**src/rtl/monitor_eval_scheduler.sv**
```systemverilog
// monitor_eval_scheduler: sequences stream-monitor evaluations. Each evaluation
// is started either by an event popped from the input queue or by a periodic
// deadline, and then walks through the evaluation layers one cycle at a time.
// Deadlines win over events. A deadline that is still pending when the next one
// fires sets a sticky overrun flag. All outputs are driven straight from flops.
module monitor_eval_scheduler #(
  parameter int                         NUM_IN       = 2,
  parameter int                         NUM_OUT      = 6,
  parameter int                         NUM_LAYERS   = 3,
  parameter int                         PERIOD       = 500,
  parameter logic [2*NUM_OUT-1:0]       OUT_LAYER    = '0,
  parameter logic [NUM_OUT-1:0]         OUT_PERIODIC = '0,
  parameter logic [NUM_IN*NUM_OUT-1:0]  OUT_DEP      = '1
) (
  input  logic               clk,
  input  logic               rst,
  input  logic               q_pop_valid,
  input  logic [NUM_IN-1:0]  q_new_in,
  output logic               q_pop,
  output logic [NUM_IN-1:0]  enable_in,
  output logic [NUM_OUT-1:0] enable_out,
  output logic               slide_0,
  output logic               busy,
  output logic               eval_done,
  output logic               overrun
);

  localparam logic [2:0] S_IDLE = 3'd0;
  localparam logic [2:0] S_POP  = 3'd1;
  localparam logic [2:0] S_PER  = 3'd2;
  localparam logic [2:0] S_EVAL = 3'd3;
  localparam logic [2:0] S_DONE = 3'd4;

  localparam logic MODE_EVENT    = 1'b0;
  localparam logic MODE_PERIODIC = 1'b1;

  localparam logic [1:0] LAST_LYR = 2'(NUM_LAYERS - 1);
  localparam int         CW       = $clog2(PERIOD);
  localparam logic [CW-1:0] CNT_MAX = CW'(PERIOD - 1);

  logic [2:0]        state, state_d;
  logic [1:0]        lyr, lyr_d;
  logic              mode, mode_d;
  logic [NUM_IN-1:0] cap_in, cap_d;
  logic [CW-1:0]     cnt;
  logic              dl_pend;
  logic              take_dl;
  logic              wrap;
  logic [NUM_OUT-1:0] en_out_d;

  assign wrap = (cnt == CNT_MAX);

  // Next-state decode; a pending deadline is consumed as IDLE hands over to PER
  always_comb begin
    state_d = state;
    lyr_d   = lyr;
    mode_d  = mode;
    cap_d   = cap_in;
    take_dl = 1'b0;
    case (state)
      S_IDLE: begin
        if (dl_pend) begin
          state_d = S_PER;
          take_dl = 1'b1;
        end else if (q_pop_valid) begin
          state_d = S_POP;
          cap_d   = q_new_in;
        end
      end
      S_POP: begin
        state_d = S_EVAL;
        mode_d  = MODE_EVENT;
        lyr_d   = '0;
      end
      S_PER: begin
        state_d = S_EVAL;
        mode_d  = MODE_PERIODIC;
        lyr_d   = '0;
      end
      S_EVAL: begin
        if (lyr == LAST_LYR) begin
          state_d = S_DONE;
        end else begin
          lyr_d = lyr + 2'd1;
        end
      end
      S_DONE: begin
        state_d = S_IDLE;
        lyr_d   = '0;
      end
      default: begin
        state_d = S_IDLE;
        lyr_d   = '0;
      end
    endcase
  end

  // Output-enable selection for the layer that the next cycle will evaluate
  always_comb begin
    en_out_d = '0;
    if (state_d == S_EVAL) begin
      for (int o = 0; o < NUM_OUT; o++) begin
        if (OUT_LAYER[2*o +: 2] == lyr_d) begin
          if (mode_d == MODE_PERIODIC) begin
            en_out_d[o] = OUT_PERIODIC[o];
          end else begin
            en_out_d[o] = !OUT_PERIODIC[o] && (|(OUT_DEP[NUM_IN*o +: NUM_IN] & cap_d));
          end
        end
      end
    end
  end

  // Free-running deadline timer; a fire while one is already pending is an overrun
  always_ff @(posedge clk or negedge rst) begin
    if (!rst) begin
      cnt     <= '0;
      dl_pend <= 1'b0;
      overrun <= 1'b0;
    end else begin
      cnt     <= wrap ? '0 : cnt + CW'(1);
      dl_pend <= wrap | (dl_pend & ~take_dl);
      overrun <= overrun | (wrap & dl_pend);
    end
  end

  // Sequencer state plus registered copies of every strobe and enable
  always_ff @(posedge clk or negedge rst) begin
    if (!rst) begin
      state      <= S_IDLE;
      lyr        <= '0;
      mode       <= MODE_EVENT;
      cap_in     <= '0;
      q_pop      <= 1'b0;
      slide_0    <= 1'b0;
      busy       <= 1'b0;
      eval_done  <= 1'b0;
      enable_in  <= '0;
      enable_out <= '0;
    end else begin
      state      <= state_d;
      lyr        <= lyr_d;
      mode       <= mode_d;
      cap_in     <= cap_d;
      q_pop      <= (state_d == S_POP);
      slide_0    <= (state_d == S_PER);
      busy       <= (state_d != S_IDLE);
      eval_done  <= (state_d == S_DONE);
      enable_in  <= (state_d == S_EVAL && lyr_d == 2'd0 && mode_d == MODE_EVENT) ? cap_d : '0;
      enable_out <= en_out_d;
    end
  end

endmodule
```
**config.mk**
```make
export PLATFORM = sky130hd
export DESIGN_NAME = monitor_eval_scheduler
export DESIGN_NICKNAME = d
export VERILOG_FILES = /design/src/rtl/monitor_eval_scheduler.sv
export SDC_FILE = /design/constraint.sdc
export NUM_CORES = 1
export LEC_CHECK = 0
export BUFFER_PORTS_ARGS = -buffer_cell sky130_fd_sc_hd__buf_4
export CAP_MARGIN = 30
export CORE_MARGIN = 10
export CORE_UTILIZATION = 58
export CTS_BUF_LIST = sky130_fd_sc_hd__clkbuf_2
export DETAILED_ROUTE_END_ITERATION = 10
export GPL_ROUTABILITY_DRIVEN = 0
export GPL_TIMING_DRIVEN = 0
export PLACE_DENSITY = 0.81
export SLEW_MARGIN = 20
export SYNTH_ARGS = -nofsm -noshare
export SYNTH_HDL_FRONTEND = slang
export SYNTH_SLANG_ARGS = --single-unit
```
**constraint.sdc**
```tcl
create_clock -name clk -period 1.7 [get_ports clk]
set_input_delay 0.51 -clock clk [delete_from_list [all_inputs] [get_ports clk]]
set_output_delay 0.51 -clock clk [all_outputs]
set_load 0.01 [all_outputs]
```
Word-level counts from Yosys, hierarchy flattened --
Cells that the tools add are included.
Word-level totals: bits in registers 31, output and inout port bits 13
Operators by class: add/sub/neg operators 2, eq/ne operators 9, multiplexer cells 17, bitwise gates (word level) 6, reduce and logical (&&, ||, !) cells 7
Operators with widths (number):
- 3-bit by 2-bit == test with 1-bit output (second input constant) | 4
- 2-bit two-way mux | 5
- 9-bit by 1-bit adder with 9-bit output (second input constant) | 1
- 9-bit == test (second input constant) | 1
- 3-bit two-way mux | 3
- 9-bit two-way mux | 1
- 3-bit case mux with 3 select lines | 1
- 3-bit by 1-bit == test with 1-bit output (second input constant) | 2
- 6-bit two-way mux | 1
- 1-bit two-way mux | 4
- 2-bit case mux with 2 select lines | 1
- 2-bit OR reduction | 2
- 3-bit == test (second input constant) | 1
- 3-bit logical NOT | 1
- 3-bit nonzero test | 1
- 2-bit by 1-bit adder with 2-bit output (second input constant) | 1
- 1-bit AND | 2
- 2-bit == test (second input constant) | 1
- 1-bit logical AND | 2
- 2-bit logical NOT | 1
- 1-bit NOT | 2
- 1-bit bitwise OR | 2
- 1-bit case mux with 2 select lines | 1

Logic depth before layout (Yosys ltp) --
depth after elaboration 7, depth in mapped cells 6

Worst setup path before layout --
OpenSTA, ideal clock, no wires.
path type flip-flop to flip-flop, from register cnt[0], to register cnt[5], data arrival time 1274 ps, data required time 1582 ps, setup slack 308 ps, cell stages (with the launch flop) 6, path buffers 0, path through dfrtp_1 -> ha_1 -> nand2_1 -> nor4_4 -> o21ai_0 -> a21o_1
Between the ends: longest elaborated chain between the ends 2
RTL lines:
- start: declaration | line 45 | logic [CW-1:0] cnt;
- start signal: assignment | line 121 | cnt <= wrap ? '0 : cnt + CW'(1);
- 9-bit by 1-bit adder with 9-bit output or 9-bit == test (tied branches) | line 121, 51
- 9-bit two-way mux * | line 121
Every way passes the cells marked *; elsewhere a longest branch is shown, timed or not.

==> results.md <==
* Worst Tran Pin Value at ~400 ps
* Time the final worst path needs with I/O delays and setup at 1600 ps
* Total clock buffers created by CTS at 3
* Number of nets with antenna violations after routing at 0
* Layout cell share with drive strength beyond 1 at between 20 and 30%
* Max-slew violation count at 0
* Fmax at between 600 and 700 MHz
* Clock root buffer: sky130_fd_sc_hd__clkbuf_2
* H-tree depth at 1
* Avg Synthesized Cell Area at around 11 sq um
* Number of remaining DRC errors at 0
* Number of sinks driven by the clock tree at 26
* Top-Level Pins at 18
* Cell area after synthesis at 1210 sq um
* Post-DR vias/cell at ~5.4
* Via Count at approximately 840
* Die Span Y at ~66 um
* Final number of hold-violating endpoints at 0
* Count of non-filler cells in the finished layout at around 160
* Net Count, Synth at 118
* Syn Inst Count at 110
* Setup crit start kind: flop
* Total global routing track utilization at between 10% and 20%
* Initial cell density of the core at about three fifths
* Final period util at 94.0%
* Row cnt at 16
* Via count of the first global-routing pass at around 840
* Flip-flop and latch area at 651 sq um
* Post-Route Setup TNS at 0 ps
* Max IR drop VDD at about 0.00093 V
* Maximum number of pins on one net before global-route repair at 27
* Core box area at approximately 2000 sq um
* Global-route wire length before repair at about 3700 um
* Drt pass-1 iters at 4
* Number of flops mapped to enable cells by yosys at 0
* Number of nets at the end of the flow at 140
* Routed len/inst at approximately 13 um
* Width of the die at 65.6 um
* Max_slew headroom at 73.5%
* Share of flip-flops with an asynchronous set or reset at between 90% and 100%
* Overall power of the completed layout at ~0.0016 W
* Static leakage at about 0.64 nW
* PortBufs at 17
* Critical Setup Path Class: flop to output port
* First DRT Iteration DRCs at 31
* Maximum buffer depth of the clock tree at 2
* CTS Hold Bufs at 0
* Fraction of post-synthesis cell area in the top cell type by area at 53.9%
* Filler cell count at 152
* Min-delay worst type: input pin to async pin
* Status: finished clean
* Crit path required time at ~1200 ps
* Resized cells post-CTS at 0
* Unique masters post-synth at 31
* Maxcap violations at 0
* ANT cells at 0
* Placed wire-length estimate at between 1500 and 2000 um
* Die area at about 4300 sq um
* Ranking of synthesized cells by area: sky130_fd_sc_hd__dfrtp_1 54%, sky130_fd_sc_hd__nor2_1 4.0%, sky130_fd_sc_hd__buf_4 3.7%, sky130_fd_sc_hd__ha_1 3.1%, sky130_fd_sc_hd__a21oi_1 2.5%
* Endpoint type of the worst setup path: output port
* Data arrival, critical path at between 1000 and 1500 ps
* Worst setup slack after placement at between 100 and 150 ps
* Initial antenna violation count at 0
* Worst reg-to-reg setup slack at 160 ps
* Overall routed net length at between 2000 and 2500 um
* Clock Latency Late Sink at 320 ps
* Worst-path maximum fanout at 6
* Setup repair after global routing missed its margin: no
* Final setup violating endpoints at 0
* Total placed cells including tap cells at 154
* TritonCTS clock tree: yes
* Maximum clock skew at final layout at between 7 and 8 ps
* Main synth FF type: sky130_fd_sc_hd__dfrtp_1
* Least setup slack across all paths after layout at about 100 ps
* Clock Pin Slew Worst Setup and Hold Paths at 220 ps
* Warning count from the yosys run at 0
* PD cells at 1180 nW/um^2
* Number of synthesized register bits at 26
* Synth-to-layout area growth at 15.4%
* Fraction of the yosys area taken by sequential cells at 53.9%
* Multi-input gate area in the final layout at just under 500 sq um
* Setup fix buffers added after clock tree synthesis at 0
* Library cell with the largest summed area after synthesis: sky130_fd_sc_hd__dfrtp_1
* Grt total ovfl at 0
layout by cell type (no fill, tap or decap), types with 3 or more instances in the layout:
cell,instances
sky130_fd_sc_hd__nand3_1,5
sky130_fd_sc_hd__o21ai_0,5
sky130_fd_sc_hd__inv_1,5
sky130_fd_sc_hd__a21oi_1,6
sky130_fd_sc_hd__nand2b_1,3
sky130_fd_sc_hd__nand2_1,6
sky130_fd_sc_hd__buf_4,23
sky130_fd_sc_hd__nor2_1,13
sky130_fd_sc_hd__dfrtp_1,26
sky130_fd_sc_hd__clkbuf_2,3
sky130_fd_sc_hd__xnor2_1,3
sky130_fd_sc_hd__nor2b_1,3
critical path, stage by stage, from the launching register on:
cell                      delay [ps]
sky130_fd_sc_hd__dfrtp_1         480
sky130_fd_sc_hd__buf_4           160
sky130_fd_sc_hd__buf_4           130
sequential cells by signal, indices dropped and copies added, names as in the netlist:
register / flops
mode: 1
q_pop: 1
busy: 1
dl_pend: 1
lyr: 2
cap_in: 2
enable_out: 1
overrun: 1
slide_0: 1
enable_in: 2
state: 3
cnt: 9
eval_done: 1
metrics by stage:
step / util [%] / cell area, sq um / hold WS [ps]
finish: 70.9 / 1390 / 41.4
global route: 70.9 / 1390 / 23.8
CTS: 70.5 / 1380 / 37.5
detailed placement: 69.7 / 1370 / 432
global placement: 69.7 / 1370 / 430
floorplan: - / 1210 / 214
metal layers:
| metal | vias up | wire length (um) | track usage (%) | share of wire [%] |
|---|---|---|---|---|
| li1 | 414 | - | - | - |
| met1 | 406 | 884 | 11.9 | 43 |
| met2 | 17 | 1000 | 17.3 | 48 |
| met3 | 4 | 166 | 4.41 | 8.0 |
| met4 | 0 | 27 | 4.01 | 1.3 |
| met5 | - | 0 | 0 | 0 |
synth_stat cells, types with 3 or more instances:
library cell,n
sky130_fd_sc_hd__buf_4,6
sky130_fd_sc_hd__a21oi_1,6
sky130_fd_sc_hd__nand3_1,5
sky130_fd_sc_hd__dfrtp_1,26
sky130_fd_sc_hd__inv_1,5
sky130_fd_sc_hd__nand2b_1,3
sky130_fd_sc_hd__nand2_1,6
sky130_fd_sc_hd__xnor2_1,3
sky130_fd_sc_hd__nor2b_1,3
sky130_fd_sc_hd__o21ai_0,5
sky130_fd_sc_hd__ha_1,3
sky130_fd_sc_hd__nor2_1,13
cells by family after synthesis:
group,count (synthesis),share of synthesized area (%)
adders and majority gates,3,3.11
DFF,26,53.9
AOI/OAI and AO/OA,21,10.7
muxes,2,2.49
and+or+nand+nor,43,21.4
buffers and inverters,12,6.22
xor gates and xnor gates,3,2.18
cell type report:
cell class              count  area share, %
clock buffers               3           1.08
well taps                  27           2.43
plain buffers               7           4.05
repair buffers             17           9.17
multi-input cells          72           35.2
flip-flops and latches     26           46.8
inverters                   5           1.35
worst paths after layout:
kind,startpoint,to,cells past startpoint
worst min register to register,overrun$_DFF_PN0_,overrun$_DFF_PN0_,1
worst max register to register,cnt[4]$_DFF_PN0_,cnt[5]$_DFF_PN0_,4
min in group clk,q_new_in[0],cap_in[0]$_DFF_PN0_,2
worst min-delay path,rst,cnt[6]$_DFF_PN0_,1
max in group asynchronous,rst,cap_in[1]$_DFF_PN0_,1
worst max-delay path,enable_out[4]$_DFF_PN0_,enable_out[3],2
report_power, final:
part	internal, W	switching (W)	total [W]
sequential	0.000741	0.0000829	0.000824
combinational	0.000323	0.000290	0.000613
clock	0.0000481	0.000162	0.000210
No activity file was read; power rests on OpenSTA's default activity.
